<file path="src/rtl/apb_pkg.sv">
// Shared types and constants for the APB master bridge: FSM state encoding,
// APB data width and the default slave address window.
package apb_pkg;

   typedef enum logic [1:0] {
      IDLE   = 2'b00,
      SETUP  = 2'b01,
      ACCESS = 2'b10,
      DERR   = 2'b11
   } apb_state_e;

   localparam int APB_DW      = 32;
   localparam int DEF_SEL_LSB = 12;
   localparam int DEF_SEL_W   = 4;

endpackage

</file>
<file path="src/rtl/apb_addr_decoder.sv">
// Combinational slave decode: the select field of the address picks one slave;
// indices at or beyond NUM_SLAVES are flagged invalid and select nobody.
module apb_addr_decoder
   import apb_pkg::*;
#(
   parameter int NUM_SLAVES = 4,
   parameter int SEL_LSB    = DEF_SEL_LSB,
   parameter int SEL_W      = DEF_SEL_W
) (
   input  logic [APB_DW-1:0]     addr_i,
   output logic [SEL_W-1:0]      idx_o,
   output logic [NUM_SLAVES-1:0] sel_o,
   output logic                  valid_o
);

   always_comb begin
      idx_o   = addr_i[SEL_LSB+SEL_W-1:SEL_LSB];
      valid_o = (32'(idx_o) < NUM_SLAVES);
      sel_o   = '0;
      for (int i = 0; i < NUM_SLAVES; i++) begin
         sel_o[i] = valid_o && (idx_o == SEL_W'(i));
      end
   end

endmodule

</file>
<file path="src/rtl/apb_master_bridge.sv">
// APB3 master bridge: turns a core peripheral request into a SETUP/ACCESS
// transfer, with decode-error and wait-state timeout completions.
module apb_master_bridge
   import apb_pkg::*;
#(
   parameter int NUM_SLAVES = 4,
   parameter int SEL_LSB    = DEF_SEL_LSB,
   parameter int SEL_W      = DEF_SEL_W,
   parameter int TIMEOUT    = 255
) (
   input  logic                         clk,
   input  logic                         rst,
   input  logic                         transEn,
   input  logic                         proc_write,
   input  logic [APB_DW-1:0]            proc_addr,
   input  logic [APB_DW-1:0]            proc_wdata,
   output logic [APB_DW-1:0]            proc_rdata,
   output logic                         proc_ready,
   output logic                         bus_err,
   output logic [APB_DW-1:0]            PADDR,
   output logic [NUM_SLAVES-1:0]        PSEL,
   output logic                         PENABLE,
   output logic                         PWRITE,
   output logic [APB_DW-1:0]            PWDATA,
   input  logic [APB_DW*NUM_SLAVES-1:0] PRDATA,
   input  logic [NUM_SLAVES-1:0]        PREADY,
   input  logic [NUM_SLAVES-1:0]        PSLVERR
);

   localparam logic [7:0] TIMEOUT_C = 8'(TIMEOUT);

   apb_state_e              state_q, state_d;
   logic [APB_DW-1:0]       paddr_q, paddr_d;
   logic [APB_DW-1:0]       pwdata_q, pwdata_d;
   logic                    pwrite_q, pwrite_d;
   logic [NUM_SLAVES-1:0]   psel_q, psel_d;
   logic                    penable_q, penable_d;
   logic [SEL_W-1:0]        sel_idx_q, sel_idx_d;
   logic [7:0]              wait_cnt_q, wait_cnt_d;

   logic [SEL_W-1:0]        dec_idx;
   logic [NUM_SLAVES-1:0]   dec_sel;
   logic                    dec_valid;
   logic                    sel_ready;
   logic                    sel_err;
   logic [APB_DW-1:0]       sel_rdata;

   apb_addr_decoder #(
      .NUM_SLAVES (NUM_SLAVES),
      .SEL_LSB    (SEL_LSB),
      .SEL_W      (SEL_W)
   ) u_dec (
      .addr_i  (proc_addr),
      .idx_o   (dec_idx),
      .sel_o   (dec_sel),
      .valid_o (dec_valid)
   );

   // Only the captured slave's response is looked at; all others are ignored.
   always_comb begin
      sel_ready = 1'b0;
      sel_err   = 1'b0;
      sel_rdata = '0;
      for (int i = 0; i < NUM_SLAVES; i++) begin
         if (sel_idx_q == SEL_W'(i)) begin
            sel_ready = PREADY[i];
            sel_err   = PSLVERR[i];
            sel_rdata = PRDATA[APB_DW*i +: APB_DW];
         end
      end
   end

   always_comb begin
      state_d    = state_q;
      paddr_d    = paddr_q;
      pwdata_d   = pwdata_q;
      pwrite_d   = pwrite_q;
      psel_d     = psel_q;
      penable_d  = penable_q;
      sel_idx_d  = sel_idx_q;
      wait_cnt_d = wait_cnt_q;
      proc_ready = 1'b0;
      bus_err    = 1'b0;
      proc_rdata = '0;
      unique case (state_q)
         IDLE: begin
            if (transEn) begin
               if (dec_valid) begin
                  paddr_d   = proc_addr;
                  pwdata_d  = proc_wdata;
                  pwrite_d  = proc_write;
                  sel_idx_d = dec_idx;
                  psel_d    = dec_sel;
                  state_d   = SETUP;
               end else begin
                  state_d = DERR;
               end
            end
         end
         SETUP: begin
            penable_d  = 1'b1;
            wait_cnt_d = '0;
            state_d    = ACCESS;
         end
         ACCESS: begin
            if (sel_ready) begin
               proc_ready = 1'b1;
               bus_err    = sel_err;
               proc_rdata = pwrite_q ? '0 : sel_rdata;
               psel_d     = '0;
               penable_d  = 1'b0;
               state_d    = IDLE;
            end else if (wait_cnt_q == TIMEOUT_C) begin
               proc_ready = 1'b1;
               bus_err    = 1'b1;
               psel_d     = '0;
               penable_d  = 1'b0;
               state_d    = IDLE;
            end else if (wait_cnt_q != 8'hFF) begin
               wait_cnt_d = wait_cnt_q + 8'd1;
            end
         end
         DERR: begin
            proc_ready = 1'b1;
            bus_err    = 1'b1;
            state_d    = IDLE;
         end
         default: state_d = IDLE;
      endcase
   end

   always_ff @(posedge clk or posedge rst) begin
      if (rst) begin
         state_q    <= IDLE;
         paddr_q    <= '0;
         pwdata_q   <= '0;
         pwrite_q   <= 1'b0;
         psel_q     <= '0;
         penable_q  <= 1'b0;
         sel_idx_q  <= '0;
         wait_cnt_q <= '0;
      end else begin
         state_q    <= state_d;
         paddr_q    <= paddr_d;
         pwdata_q   <= pwdata_d;
         pwrite_q   <= pwrite_d;
         psel_q     <= psel_d;
         penable_q  <= penable_d;
         sel_idx_q  <= sel_idx_d;
         wait_cnt_q <= wait_cnt_d;
      end
   end

   assign PADDR   = paddr_q;
   assign PWDATA  = pwdata_q;
   assign PWRITE  = pwrite_q;
   assign PSEL    = psel_q;
   assign PENABLE = penable_q;

endmodule

</file>
<file path="config.mk">
export PLATFORM = sky130hd
export DESIGN_NAME = apb_master_bridge
export DESIGN_NICKNAME = d
export VERILOG_FILES = /design/src/rtl/apb_pkg.sv /design/src/rtl/apb_addr_decoder.sv /design/src/rtl/apb_master_bridge.sv
export SDC_FILE = /design/constraint.sdc
export NUM_CORES = 1
export LEC_CHECK = 0
export CELL_PAD_IN_SITES_DETAIL_PLACEMENT = 1
export CELL_PAD_IN_SITES_GLOBAL_PLACEMENT = 1
export CORE_AREA = 2 2 118 120
export DETAILED_ROUTE_END_ITERATION = 8
export DIE_AREA = 0 0 120 122
export DONT_BUFFER_PORTS = 1
export MAX_ROUTING_LAYER = met4
export PLACE_DENSITY = 0.75
export SLEW_MARGIN = 20
export SYNTH_ARGS = -nofsm -noshare
export SYNTH_HDL_FRONTEND = slang
export SYNTH_SLANG_ARGS = --single-unit
</file>
<file path="constraint.sdc">
create_clock -name clk -period 5.7 [get_ports clk]
set_input_delay 0.855 -clock clk [delete_from_list [all_inputs] [get_ports clk]]
set_output_delay 0.855 -clock clk [all_outputs]
set_load 0.01 [all_outputs]
</file>
# After elaboration in Yosys (flattened, before gate mapping)
# Cells that the tools add are included.
word_totals:
  regBits: 84
  in_bits: 204
  output_inout_bits: 104
  word_cells: 78
classes:
  n_addsub: 1
  order_cmp: 1
  n_eq_ne: 17
  n_mux: 37
  reduce_logical: 14
op_table:
  columns: ["operator", "n"]
  rows:
  - ["2-to-1 mux 32 bit", 7]
  - ["2-to-1 mux 8 bit", 3]
  - ["== test 4 x 2 -> 1 bit, second input constant", 4]
  - ["2-to-1 mux 4 bit", 4]
  - ["case mux 8 bit (2 select lines)", 1]
  - ["2-to-1 mux 1 bit", 13]
  - ["!= test 2 bit, second input constant", 5]
  - ["adder 8 x 1 -> 8 bit, second input constant", 1]
  - ["== test 4 x 1 -> 1 bit, second input constant", 2]
  - ["== test 8 bit, second input constant", 1]
  - ["zero test 4 bit", 2]
  - ["2-to-1 mux 2 bit", 4]
  - ["!= test 8 bit, second input constant", 1]
  - ["case mux 2 bit (4 select lines)", 1]
  - ["case mux 4 bit (2 select lines)", 1]
  - ["AND reduction 4 bit", 2]
  - ["case mux 1 bit (2 select lines)", 3]
  - ["== test 2 bit, second input constant", 2]
  - ["logical AND 1 bit", 4]
  - ["< comparator 4 x 3 -> 1 bit, second input constant", 1]
  - ["AND reduction 2 bit", 2]
  - ["nonzero test 2 bit", 2]
  - ["!= test 3 bit, second input constant", 1]
  - ["AND reduction 3 bit", 1]
  - ["other kinds (2)", 2]

# Logic depth before layout (Yosys ltp)
# Gate-level depths: netlist (run 1).
depth:
  ltp_word: 8
  ltp_mapped: 7
  depth_no_buf: 5

# By module
# A second synthesis (run 1) with hierarchy kept.
hier_totals:
  cells_unflattened: 407
  hier_area_um2: 4757.1
by_module_without_submodules:
  columns: ["mod", "n_inst", "cells_each", "area_per_inst_um2", "seq_area_each_um2"]
  rows:
  - ["apb_master_bridge", 1, 398, 4687.0, 2102.0]
  - ["apb_addr_decoder", 1, 9, 70.1, 0.0]

# Worst setup path after synthesis (run 1)
# Ideal clock, no wire load.
synth_path:
  path_type: "reg2out"
  start: "reg, netlist name PADDR[13]"
  end: "out proc_rdata[17]"
  arrival_ps: 2033
  t_required_ps: 4845
  slack_ps: 2812
  path_stages_with_launch: 8
  path_buffers: 3
  path_cell_list: "dfrtp_1 or3_1 clkbuf_1 o22a_1 or3_1 buf_2 buf_6 a211oi_2"
synth_lines:
  columns: ["item", "line_no", "rtl"]
  rows:
  - ["end, declared", "apb_master_bridge.sv:17", "output logic [APB_DW-1:0] proc_rdata,"]

==> results.txt, run 1 <==
initial antenna violation count - 5
Antenna Nets Post-Route - 0
worst-case reg-to-reg path depth - 4
WL/cell - 23.9 um
hold crit path type - in2async
post-DP HPWL - 12.9 mm
Slew @ Worst Pin - 1050 ps
GR Overflow Total - 0
Placer Congestion - 0.856
synth unique cells - 46
Ys Warns - 0
Seq/Total Area, Yosys - 0.456
CP Cell Sequence - or3b_2 > o22a_1 > or3_2 > a21oi_1
wl on met1 - 5.88 mm
Net Count, Synth - 736
DR WL met2 - 8.41 mm
Max Cap Viol - 0
CP top delay family - simple AND/OR/NAND/NOR gates
Post-CTS Hold Buffers - 0
RSZ-0062 raised after global routing - no
Tmin final - 4220 ps
via count - 3997
vias in the first global route - 4105
clock latency on the worst-skew pair - 340 ps
Die Span X - 120 um
met3 WL - 1.81 mm
skew final - 10.5 ps
die area - 0.0146 mm2
clk root buf - clkbuf_16
largest net degree at the start of global routing - 66
f_max - 237 MHz
core area - 0.0135 mm2
multi-input logic area - 0.00223 mm2
critical path's largest stage delay - 890 ps
Critical Path Fanout Max - 32
cell count after synthesis - 531
layout cells sized above 1 - 0.119
drc violations - 0
outcome - finished clean
Post-synth EDFFs - 0
total CTS buffers - 9
Pleak - 2.17 nW
Mapped Avg Cell Area - 8.27 um2
area delta synth->final - 9.52%
Final Cycle Share - 0.740
CTS tree - yes
setup tns final - 0 ps
Die Ht - 122 um
TritonRoute pass-1 iters - 4
flops & latches, synth - 80
Post-CTS Setup Repair Bufs - 0
Critical Path AT - 3360 ps
Sink Count - 80
Pins Over Slew Limit - 0
final hold vios - 0
FF+latch area - 0.00200 mm2
FILL cells - 1602
Worst R2R Setup Slack - 3110 ps
Synth Flop Type - dfrtp_1
DR iter-0 viols - 154
Buf/Inv on CP - 0
Slew headroom - 0.301
GRT Util Overall - 0.224
Max IR drop VDD - 202 uV
Mapped Area - 0.00439 mm2
post_cts resized - 0
Worst setup SP type - flip-flop
fin nets - 713
uppermost layer routed - met4
Async SR Flop Fraction - 1.00
number of primary I/O pins - 308
Post-Route WL - 16.7 mm
initial core utilization - 0.325
DR vias/cell - 5.73
Max stage delay cell, worst path - dfrtp_1
CP endpoint kind - output port
CTS clk-pin slew, worst paths - 70 ps
PwrDens - 574 mW/mm2
CP required - 4850 ps
Worst Setup Path Type - reg2out
Reg-to-Reg Start - state_q[1]
post-layout util - 0.356
htree depth - 3
clk buf depth - 2
final setup vio count - 0
I/O Buffers - 0
r2r endpoint - PADDR[15]
first-pass GRT wire length - 24.0 mm
# rows - 43
[layer usage]
layer  GRT usage  vias up
met5           -        -
met4      0.0985        0
met3      0.0894       36
met2       0.377      245
met1       0.231     1943
li1            -     1773
[worst register-to-register path: stages (launching register included)]
cell and delay, ps:
dfrtp_1 580, nor2_1 610, nand3_2 600, buf_4 480, and2_1 220
[cell families after synthesis]
kind of cell | Yosys count | share of synthesized area
simple gates | 275 | 0.261
compound gates | 102 | 0.159
flops | 80 | 0.456
buf+inv | 43 | 0.0425
mux | 30 | 0.0790
fa+ha+maj | 1 | 0.00285
[sequential cells by signal (all words and copies together), names as in the netlist]
signal and count:
wait_cnt_q 8, PWRITE 1, PSEL 4, state_q 2
PENABLE 1, PADDR 32, PWDATA 32
[worst max-delay path by stage]
stage | startpoint | to | slack (ps) | depth (start not counted)
6_report | PADDR[13] | proc_rdata[22] | 1480 | 4
5_1_grt | PADDR[13] | proc_rdata[22] | 1310 | 4
4_1_cts | PADDR[13] | proc_rdata[0] | 1340 | 4
3_5_place_dp | PADDR[13] | proc_rdata[0] | 1690 | 4
3_3_place_gp | PADDR[13] | proc_rdata[0] | 1870 | 4
2_1_floorplan | rst | PADDR[0] | 2790 | 1
[synthesized netlist by cell type, types with 2 or more instances]
library cell    n  area, um2
and2b_1         2       15.0
a211oi_2        3       37.5
o21ai_0        11       55.1
mux2i_1         2       20.0
mux2_2         27        304
clkbuf_1       30        113
a31o_2          2       17.5
nand2_1       226        848
inv_1           5       18.8
o22ai_1         3       18.8
a311o_1         3       30.0
a21oi_1        31        155
and4_1          2       17.5
nor2b_1         3       18.8
a22oi_1        28        210
buf_2           2       10.0
o211ai_1        2       15.0
nand3b_1        5       37.5
nor2_1          8       30.0
or4_1           3       22.5
buf_1           3       11.3
a211oi_1        7       52.6
buf_6           3       33.8
nor4_1          2       12.5
dfrtp_1        80       2000
and2_1          6       37.5
o311ai_0        3       26.3
nand3_1         5       25.0
or3_1           4       25.0
nor3_1          4       20.0
[where the power goes]
group	internal (mW)	switching, mW
registers	0.818	0.369
logic	0.363	0.658
clock network	0.311	0.241
total	1.49	1.27
[stage by stage]
stage          cell area, um2  total power [mW]  hold slack (ps)  setup WS, ps  instances
2_1_floorplan            4390              1.91              514          2790        531
4_1_cts                  4780              2.78              439          1340        693
3_5_place_dp             4490              2.22              536          1690        677
6_report                 4810              2.76              427          1480        698
5_1_grt                  4810              2.96              463          1310        698
3_3_place_gp             4490              2.15              534          1870        677
[cell usage in the layout (no fill, tap or decap), types with 6 or more instances in the layout]
| master | count |
|---|---|
| a211oi_1 | 7 |
| o21ai_0 | 11 |
| and2_1 | 6 |
| a22oi_1 | 28 |
| nor2_1 | 6 |
| a21oi_1 | 31 |
| clkbuf_16 | 9 |
| dfrtp_1 | 79 |
| mux2_2 | 27 |
| nand2_1 | 226 |
[layout make-up]
| type | instances | share of cell area |
|---|---|---|
| antenna | 5 | 0.00260 |
| clock buffer | 10 | 0.0497 |
| clock inverter | 6 | 0.0104 |
| inverter | 5 | 0.00416 |
| multi-input combinational | 408 | 0.463 |
| sequential | 80 | 0.417 |
| tap | 180 | 0.0469 |
| timing repair buffer | 4 | 0.00625 |
(Power assumes the default switching activity.)
==> run 2, diff against run 1 <==
--- a/config.mk
+++ b/config.mk
@@ -7,12 +7,12 @@
 export LEC_CHECK = 0
 export CELL_PAD_IN_SITES_DETAIL_PLACEMENT = 1
 export CELL_PAD_IN_SITES_GLOBAL_PLACEMENT = 1
-export CORE_AREA = 2 2 118 120
+export CORE_AREA = 2 2 119 121
 export DETAILED_ROUTE_END_ITERATION = 8
-export DIE_AREA = 0 0 120 122
+export DIE_AREA = 0 0 121 123
 export DONT_BUFFER_PORTS = 1
 export MAX_ROUTING_LAYER = met4
-export PLACE_DENSITY = 0.75
+export PLACE_DENSITY = 0.76
 export SLEW_MARGIN = 20
 export SYNTH_ARGS = -nofsm -noshare
 export SYNTH_HDL_FRONTEND = slang
==> constraint.sdc (replaced) <==
create_clock -name clk -period 3.6 [get_ports clk]
set_input_delay 0.54 -clock clk [delete_from_list [all_inputs] [get_ports clk]]
set_output_delay 0.54 -clock clk [all_outputs]
set_load 0.01 [all_outputs]
==> run 2 against run 1 <==
Against the previous run:
- global-route usage shrank 2.0 points
- clock power grew 78%
- utilization grew 1.6 points
- combinational power grew 74%
- design area grew 5.4%
- final cell count grew 4.2%
- total power grew 66%
- largest power group unchanged
- sequential power grew 55%
- sequential share of layout area shrank 2.1 points
- count of clock-buffer cells in the layout shrank 1
- non-clock buffer count grew 34
- hold slack lost 220 ps
==> results.txt, run 2 (synthesized netlist as in run 1, its figures left out) <==
PwrDens - 907 mW/mm2
number of primary I/O pins - 308
CP endpoint kind - output port
first-pass GRT wire length - 22.7 mm
CP most frequent cell - buf_4
Buf/Inv on CP - 2
layout cells sized above 1 - 0.170
r2r endpoint - PWDATA[8]
commonest non-fill, non-tap cells in the layout - nand2_1, dfrtp_1, buf_4, a21oi_1, a22oi_1
RSZ-0062 raised after global routing - no
Tmin final - 3430 ps
met2 usage - 0.371
drc violations - 0
met1 Use GR - 0.208
Slew @ Worst Pin - 770 ps
CP top delay family - simple AND/OR/NAND/NOR gates
Antenna Nets Post-Route - 0
TritonRoute pass-1 iters - 4
largest net degree at the start of global routing - 62
critical path's largest stage delay - 650 ps
Max stage delay cell, worst path - or3_1
clk root buf - clkbuf_16
outcome - finished clean
post_cts resized - 0
Post-Route WL - 15.8 mm
CTS tree - yes
total CTS buffers - 9
Max Cap Viol - 0
clock latency on the worst-skew pair - 340 ps
core area - 0.0136 mm2
Die Span X - 121 um
DR iter-0 viols - 166
post-DP HPWL - 12.4 mm
setup tns final - 0 ps
die area - 0.0149 mm2
skew final - 4.06 ps
Sink Count - 80
Crit path depth - 6
clock share of power - 0.214
# rows - 43
Pins Over Slew Limit - 0
Switching Share - 0.433
GRT Util Overall - 0.204
vias in the first global route - 4246
hold crit path type - in2async
htree depth - 3
DR vias/cell - 5.60
GR Overflow Total - 0
Worst setup SP type - flip-flop
via count - 4071
Die Ht - 123 um
fin nets - 747
Sequential Power Share - 0.400
Final Cycle Share - 0.954
clk buf depth - 2
Post-CTS Hold Buffers - 0
worst-case reg-to-reg path depth - 5
CTS clk-pin slew, worst paths - 60 ps
Post-CTS Setup Repair Bufs - 0
Placer Congestion - 0.890
final setup vio count - 0
Slew headroom - 0.487
gr busiest metal - met2
Critical Path Fanout Max - 18
CP Cell Sequence - or3b_2 > o22a_1 > or3_1 > buf_4 > a21oi_1 > buf_4
Reg-to-Reg Start - state_q[1]
net switching power figure - 1.99 mW
Max IR drop VDD - 333 uV
P_int - 2.61 mW
Pleak - 2.36 nW
met3 usage - 0.0595
Worst Setup Path Type - reg2out
f_max - 291 MHz
I/O Buffers - 0
initial antenna violation count - 1
Worst R2R Setup Slack - 1170 ps
WL/cell - 21.7 um
Critical Path AT - 2890 ps
Gate power share - 0.386
FILL cells - 1602
final hold vios - 0
Total Power - 4.60 mW
CP required - 3060 ps
area delta synth->final - 15.5%
commonest non-fill, non-tap cell in the layout - nand2_1
initial core utilization - 0.322
## run 2: cell types whose count changed in the layout (fill, tap and decap cells not counted), moves of 2 or more
cell       delta
diode_2       -4
bufinv_16     +2
nor2_4        -2
buf_4        +34
nor2_2        +2
clkinv_4      -2
## run 2: layout make-up
cell class | instances | area (um2) | share of cell area
sequential | 80 | 2000 | 0.395
inverter | 5 | 21.3 | 0.00420
clock buffer | 9 | 225 | 0.0444
clock inverter | 6 | 92.6 | 0.0183
multi-input combinational | 408 | 2210 | 0.437
timing repair buffer | 38 | 285 | 0.0563
antenna | 1 | 2.50 | 0.000494
tap | 180 | 225 | 0.0444
## run 2: routing by layer
layer / part of all wire / vias to the layer above
li1: - / 1821
met3: 0.091 / 25
met1: 0.35 / 2017
met4: 0.026 / 0
met5: 0 / -
met2: 0.53 / 208
## run 2: how the worst max path moves through the flow
stage	slack (ps)	end	startpoint
finish	170	proc_rdata[5]	PADDR[14]
global route	30	proc_rdata[9]	PADDR[14]
CTS	130	proc_rdata[9]	PADDR[14]
detailed placement	500	proc_rdata[9]	PADDR[14]
global placement	550	proc_rdata[9]	PADDR[14]
floorplan	1010	PADDR[0]	rst
## run 2: power groups by stage
| stage | Sequential (mW) | Clock [mW] | Combinational [mW] |
|---|---|---|---|
| floorplan | 1.70 | 0 | 1.32 |
| global placement | 1.83 | 0 | 1.71 |
| detailed placement | 1.85 | 0 | 1.80 |
| CTS | 1.84 | 1.02 | 1.80 |
| global route | 1.90 | 1.06 | 1.96 |
| finish | 1.84 | 0.985 | 1.77 |
## run 2: worst reg2reg max path, stage by stage, from the launching register on
cell     delay (ps)
dfrtp_1         570
nor2_1          630
and3_2          370
buf_4           500
nand2_1         210
nand2_1          90
## run 2: per-stage QoR
| stage | worst slack (ps) | cells | hold WS, ps | area (um2) | utilization |
|---|---|---|---|---|---|
| final | 166 | 727 | 208 | 5070 | 0.372 |
| after global routing | 31.2 | 727 | 272 | 5070 | 0.372 |
| after CTS | 130 | 726 | 279 | 5060 | 0.372 |
| after detailed placement | 500 | 711 | 538 | 4750 | 0.349 |
| after global placement | 550 | 711 | 535 | 4750 | 0.349 |
| after floorplan | 1010 | 531 | 514 | 4390 | - |
